### src/rtl/image_stream_ctrl.sv
// Frame-buffer streaming controller: generates vsync/hsync timing, reads pixel pairs in raster
// order, and applies one of four per-pixel operations through a two-stage pipeline.
module image_stream_ctrl #(
  parameter int WIDTH       = 768,
  parameter int HEIGHT      = 512,
  parameter int VSYNC_DELAY = 100,
  parameter int HSYNC_DELAY = 160,
  parameter int BRIGHT_VAL  = 100,
  parameter int THRESH      = 90
) (
  input  logic        clk,
  input  logic        rst,
  input  logic        start,
  input  logic [1:0]  op_sel,
  output logic        rd_en,
  output logic [17:0] rd_addr,
  input  logic [47:0] rd_data,
  output logic        vsync,
  output logic        hsync,
  output logic [7:0]  DATA_R0,
  output logic [7:0]  DATA_G0,
  output logic [7:0]  DATA_B0,
  output logic [7:0]  DATA_R1,
  output logic [7:0]  DATA_G1,
  output logic [7:0]  DATA_B1,
  output logic        busy,
  output logic        frame_done
);

  localparam logic [17:0] LastCol   = 18'(WIDTH / 2 - 1);
  localparam logic [17:0] LastRow   = 18'(HEIGHT - 1);
  localparam logic [15:0] VLast     = 16'(VSYNC_DELAY - 1);
  localparam logic [15:0] HLast     = 16'(HSYNC_DELAY - 1);
  localparam logic [8:0]  Bright    = 9'(BRIGHT_VAL);
  localparam logic [9:0]  ThreshSum = 10'(3 * THRESH);

  typedef enum logic [2:0] {StIdle, StVsync, StHsync, StData, StDone} state_e;

  state_e      r_state;
  logic [1:0]  r_op;
  logic [15:0] r_cnt;
  logic [17:0] r_col;
  logic [17:0] r_row;
  logic        r_v1;
  logic [47:0] r_px;
  logic [47:0] w_px;

  function automatic logic [7:0] f_chan(input logic [1:0] op, input logic [7:0] v);
    logic [8:0] sum;
    sum = {1'b0, v} + Bright;
    case (op)
      2'b01:   return ~v;
      2'b10:   return sum[8] ? 8'hFF : sum[7:0];
      default: return v;
    endcase
  endfunction

  function automatic logic [23:0] f_pixel(input logic [1:0] op, input logic [23:0] p);
    logic [9:0] sum;
    sum = 10'(p[23:16]) + 10'(p[15:8]) + 10'(p[7:0]);
    if (op == 2'b11) return (sum >= ThreshSum) ? 24'hFFFFFF : 24'h000000;
    return {f_chan(op, p[23:16]), f_chan(op, p[15:8]), f_chan(op, p[7:0])};
  endfunction

  assign w_px = {f_pixel(r_op, rd_data[47:24]), f_pixel(r_op, rd_data[23:0])};
  assign {DATA_R0, DATA_G0, DATA_B0, DATA_R1, DATA_G1, DATA_B1} = r_px;

  // Stage 1 tracks the memory read latency, stage 2 registers the processed pair.
  always_ff @(posedge clk or posedge rst) begin
    if (rst) begin
      r_v1  <= 1'b0;
      hsync <= 1'b0;
      r_px  <= '0;
    end else begin
      r_v1  <= rd_en;
      hsync <= r_v1;
      r_px  <= r_v1 ? w_px : '0;
    end
  end

  always_ff @(posedge clk or posedge rst) begin
    if (rst) begin
      r_state    <= StIdle;
      r_op       <= 2'b00;
      r_cnt      <= '0;
      r_col      <= '0;
      r_row      <= '0;
      rd_en      <= 1'b0;
      rd_addr    <= '0;
      vsync      <= 1'b0;
      busy       <= 1'b0;
      frame_done <= 1'b0;
    end else begin
      case (r_state)
        StIdle: begin
          frame_done <= 1'b0;
          busy       <= 1'b0;
          if (start) begin
            r_op    <= op_sel;
            vsync   <= 1'b1;
            busy    <= 1'b1;
            r_cnt   <= '0;
            r_row   <= '0;
            r_col   <= '0;
            r_state <= StVsync;
          end
        end
        StVsync: begin
          if (r_cnt == VLast) begin
            vsync   <= 1'b0;
            r_cnt   <= '0;
            r_state <= StHsync;
          end else begin
            r_cnt <= r_cnt + 16'd1;
          end
        end
        StHsync: begin
          if (r_cnt == HLast) begin
            rd_en   <= 1'b1;
            // Rows are contiguous, so each new row continues from the previous last address.
            rd_addr <= (r_row == '0) ? '0 : rd_addr + 18'd1;
            r_col   <= '0;
            r_cnt   <= '0;
            r_state <= StData;
          end else begin
            r_cnt <= r_cnt + 16'd1;
          end
        end
        StData: begin
          if (r_col == LastCol) begin
            rd_en <= 1'b0;
            if (r_row == LastRow) begin
              r_state <= StDone;
            end else begin
              r_row   <= r_row + 18'd1;
              r_state <= StHsync;
            end
          end else begin
            r_col   <= r_col + 18'd1;
            rd_addr <= rd_addr + 18'd1;
          end
        end
        StDone: begin
          // Final pair is in the output register once stage 1 drains.
          if (!r_v1) begin
            frame_done <= 1'b1;
            r_state    <= StIdle;
          end
        end
        default: r_state <= StIdle;
      endcase
    end
  end

endmodule

### config.mk
export PLATFORM = sky130hd
export DESIGN_NAME = image_stream_ctrl
export DESIGN_NICKNAME = d
export VERILOG_FILES = /design/src/rtl/image_stream_ctrl.sv
export SDC_FILE = /design/constraint.sdc
export NUM_CORES = 1
export LEC_CHECK = 0
export ABC_CLOCK_PERIOD_IN_PS = 8850
export BUFFER_PORTS_ARGS = -buffer_cell sky130_fd_sc_hd__clkbuf_2
export CORE_MARGIN = 5
export CORE_UTILIZATION = 40
export DETAILED_ROUTE_END_ITERATION = 10
export GPL_TIMING_DRIVEN = 0
export SYNTH_ARGS = -nofsm -noshare
export SYNTH_HDL_FRONTEND = slang
export SYNTH_SLANG_ARGS = --single-unit
### constraint.sdc
create_clock -name clk -period 8.85 [get_ports clk]
set_clock_uncertainty 0.2 [all_clocks]
set_input_delay 0.885 -clock clk [delete_from_list [all_inputs] [get_ports clk]]
set_output_delay 0.885 -clock clk [all_outputs]
set_load 0.1 [all_outputs]
==> results.md <==
- The endpoint of the worst-slack reg-to-reg timing path is r_px[44].
- The count of hold buffers inserted by post-cts repair is 0.
- Of the available clock period, the critical path in the final layout requires a little over two fifths.
- For this design the top-level I/O count stands at 124.
- In the final routed layout, each cell accounts on average for 18.13 um.
- The netlist uses 78 different library cells.
- The half-perimeter wire length after placement is 19,220 um.
- CTS built an H-tree with a depth of 4.
- Counting instances in the post-synthesis netlist gives the leading cell types as sky130_fd_sc_hd__nor2_1, sky130_fd_sc_hd__dfrtp_1, sky130_fd_sc_hd__a21oi_1.
- The fmax is approximately 260 MHz.
- The total inserted antenna cells is 0.
- For this run, asynchronously set or reset flops after synthesis account for 100.0%.
- The initial antenna violation count is 0.
- Setup violations remaining at the end of the flow were counted as 0.
- TritonCTS built the clock tree.
- In this run, CTS created clock tree buffers numbering 17.
- For this run, design rule violations remaining after detail routing come to 0.
- The worst-case hold slack is 0.2361 ns.
- In the routed layout, each cell is associated on average with a via count of 5.719.
- The run finished with clean final reports.
- The initial DRC count is 672.
- The max-slew violation count was 0.
- The portion of synthesized cell area occupied by the leading cell type is between 30 and 40%.
- The cell sitting at the root of the clock tree is a sky130_fd_sc_hd__clkbuf_16.
- The cell accounting for the most synthesized area is sky130_fd_sc_hd__dfrtp_1.
- Entering global routing, the biggest net connects 97 pins.
- The critical path in this run is classified as in2reg.
- The vias after detailed routing is about 8,300.
- The net count after synthesis is 1,121.
- Relative to the synthesized area, the layout overhead comes to 18.02%.
- The class of the tightest hold or removal check is in2async.
- The overall track demand over capacity in global routing is 21.31%.
- Setup repair after global routing left no endpoint under its margin.
- The remaining max-slew budget at the tightest pin is a little under a quarter.
- The area of the core region is roughly 22,000 sq um.
- The effective utilization at floorplan is between 40% and 50%.
- The most common cell in the synthesized netlist is sky130_fd_sc_hd__nor2_1.
- The sequential fraction of the synthesis area is 36.62%.
- The number of enable-type register cells in the synthesized netlist is 0.
- Data on the critical path is required at its endpoint by slightly below 9 ns.
- The die span in y is between 150 and 200 um.
- The register clock-pin slew on the reported worst setup and hold paths is 0.07 ns.
- The reg-to-reg critical path startpoint is r_op[0].
- The worst setup path is launched from an input port.
- For the worst-skew pair, the clock arrives at the later sink with an insertion delay of 0.43 ns.
- The routed design has 26,440 um of wire.
- Gates resized during post-CTS repair numbered 0.
- The total congestion overflow after global routing is 0.
- The floorplan step defined a die boundary enclosing ~25,000 sq um.
- The number of global-route vias before repair is a little under 8,000.
- The cell count after synthesis is 1,022.
- Max-cap violations in this run came to 0.
- Once detail routing completed, the nets flagged for antenna violations numbered 0.
- Summed over all cells, the static leakage comes to approximately 4.7 nW.
- For the finished layout, the period the worst path requires is between 3 and 4 ns.
- The number of nets in the finished design is 1,264.
- The slew at the pin with the worst max-slew slack is about 1.1 ns.
- Across all register-to-register paths, the minimum setup slack is 5.71 ns.
- Buffers added to address setup during post-CTS repair amount to 0.
- Ranked by total cell area, the synthesized netlist is headed by sky130_fd_sc_hd__dfrtp_1, sky130_fd_sc_hd__nor2_1, sky130_fd_sc_hd__a21oi_1.
- The width of the die is 158.5 um.
- The count of clock tree sinks is 129.
- In this run the core area contains 54 standard-cell rows.
- The leading register cell type out of synthesis is sky130_fd_sc_hd__dfrtp_1.
- The total power per unit cell area is 143.5 nW/um^2.
- The length of the first detailed-routing pass in iterations is 5.
- The largest driver fanout on the critical path is 10.
- The synthesized netlist occupies a cell area of about 8800 sq um.
- Data arrives at the worst endpoint at 3.90 ns.
- After synthesis the netlist holds a flip-flop and latch count of 129.
- The global-route wire length before repair is 42,540 um.
- The count of cells along the worst register-to-register path is 8.
- The share of post-route cells with drive strength above 1 is 17.66%.
- The buffer levels on the longest clock path is 2.
- The synthesized area per cell is roughly 8.6 sq um.
- The final total negative setup slack is 0 ns.
- VDD sags by at most around 0.00011 V.
- The number of endpoints with negative hold slack in the final report came to 0.
- The type of element capturing the critical path is a register.
- Input and output buffers added on the ports amount to roughly 120.
- Yosys printed 0 warnings.
- The final estimated routing congestion in global placement is roughly 0.92.
==> layer usage <==
layer	wire, um	GRT usage (%)	vias to the layer above
met2	11880	32.51	335
met3	1746	3.669	48
met5	0	0	-
met1	12250	30.68	3950
met4	554	7.311	0
li1	-	-	4006
==> critical path, stage by stage <==
cell and delay, ns:
sky130_fd_sc_hd__clkbuf_2 0.11, sky130_fd_sc_hd__inv_1 0.06, sky130_fd_sc_hd__fa_1 0.46, sky130_fd_sc_hd__inv_1 0.07, sky130_fd_sc_hd__ha_1 0.19, sky130_fd_sc_hd__inv_1 0.06, sky130_fd_sc_hd__fa_1 0.40, sky130_fd_sc_hd__nor2b_1 0.17
sky130_fd_sc_hd__o21a_1 0.15, sky130_fd_sc_hd__o21a_1 0.11, sky130_fd_sc_hd__o2111ai_1 0.13, sky130_fd_sc_hd__o21ai_1 0.48, sky130_fd_sc_hd__clkbuf_1 0.48, sky130_fd_sc_hd__nor2_1 0.16
==> through the flow <==
step | area [sq um] | total power [mW] | instances | util, % | setup WS, ns
after floorplan | 8816 | 0.7248 | 1022 | - | 4.324
after global placement | 9782 | 0.7805 | 1425 | 44.96 | 2.705
after detailed placement | 9814 | 0.7838 | 1426 | 45.11 | 4.546
after CTS | 10410 | 1.507 | 1458 | 47.83 | 5.043
after global routing | 10410 | 1.560 | 1458 | 47.83 | 4.796
final | 10410 | 1.493 | 1458 | 47.83 | 5.031
==> flip-flops by register name, indices dropped and copies added (netlist names) <==
signal      count
rd_en           1
vsync           1
rd_addr        18
r_v1            1
r_cnt          16
r_op            2
hsync           1
r_col          18
r_state         3
r_row          18
busy            1
frame_done      1
r_px           48
==> how the worst max path moves through the flow <==
stage               start        to  slack [ns]  cells past startpoint
3_3_place_gp          rst  r_px[16]        2.70                      2
5_1_grt        rd_data[1]   r_px[1]        4.80                     14
2_1_floorplan         rst      busy        4.32                      1
4_1_cts        rd_data[1]   r_px[1]        5.04                     14
3_5_place_dp   rd_data[1]   r_px[1]        4.55                     14
6_report       rd_data[1]   r_px[1]        5.03                     14
==> layout by cell type (no fill, tap or decap), drive strengths merged, types with 28 or more instances in the layout <==
master,netlist,routed
dfrtp,129,129
a211oi,36,36
o21ai,76,76
clkbuf,31,171
inv,54,64
nand2,69,69
a21oi,86,86
nand3,41,41
ha,28,28
nor2,144,144
==> logic make-up (layout without fill, tap and decap cells) <==
kind of cell             count (synthesis)  count (layout)  share of synthesized area [%]
adder cells (fa/ha/maj)                 46              46                          8.061
flip-flops                             129             129                          36.62
buffers and inverters                  101             257                          4.556
AND/OR/NAND/NOR                        398             398                          22.81
multiplexers                            18              18                          2.115
AO/OA/AOI/OAI                          301             301                          22.96
XOR/XNOR                                29              29                          2.881
==> layout make-up <==
| cell class | instances | area (sq um) |
|---|---|---|
| buffer | 47 | 198.9 |
| clock buffer | 17 | 425.4 |
| clock inverter | 15 | 165.2 |
| fill | 2134 | 11350 |
| inverter | 54 | 207.7 |
| multi-input combinational | 792 | 5186 |
| sequential | 129 | 3228 |
| tap | 280 | 350.3 |
| timing repair buffer | 124 | 643.1 |
==> power by group <==
part           switching (mW)  internal, mW  total [mW]  leakage [nW]
registers                   0         0.589       0.589          1.75
logic                   0.114        0.0724       0.186          2.71
clock network           0.315         0.402       0.717         0.290
total                   0.429          1.06        1.49          4.75
No activity file was read; power rests on OpenSTA's default activity.
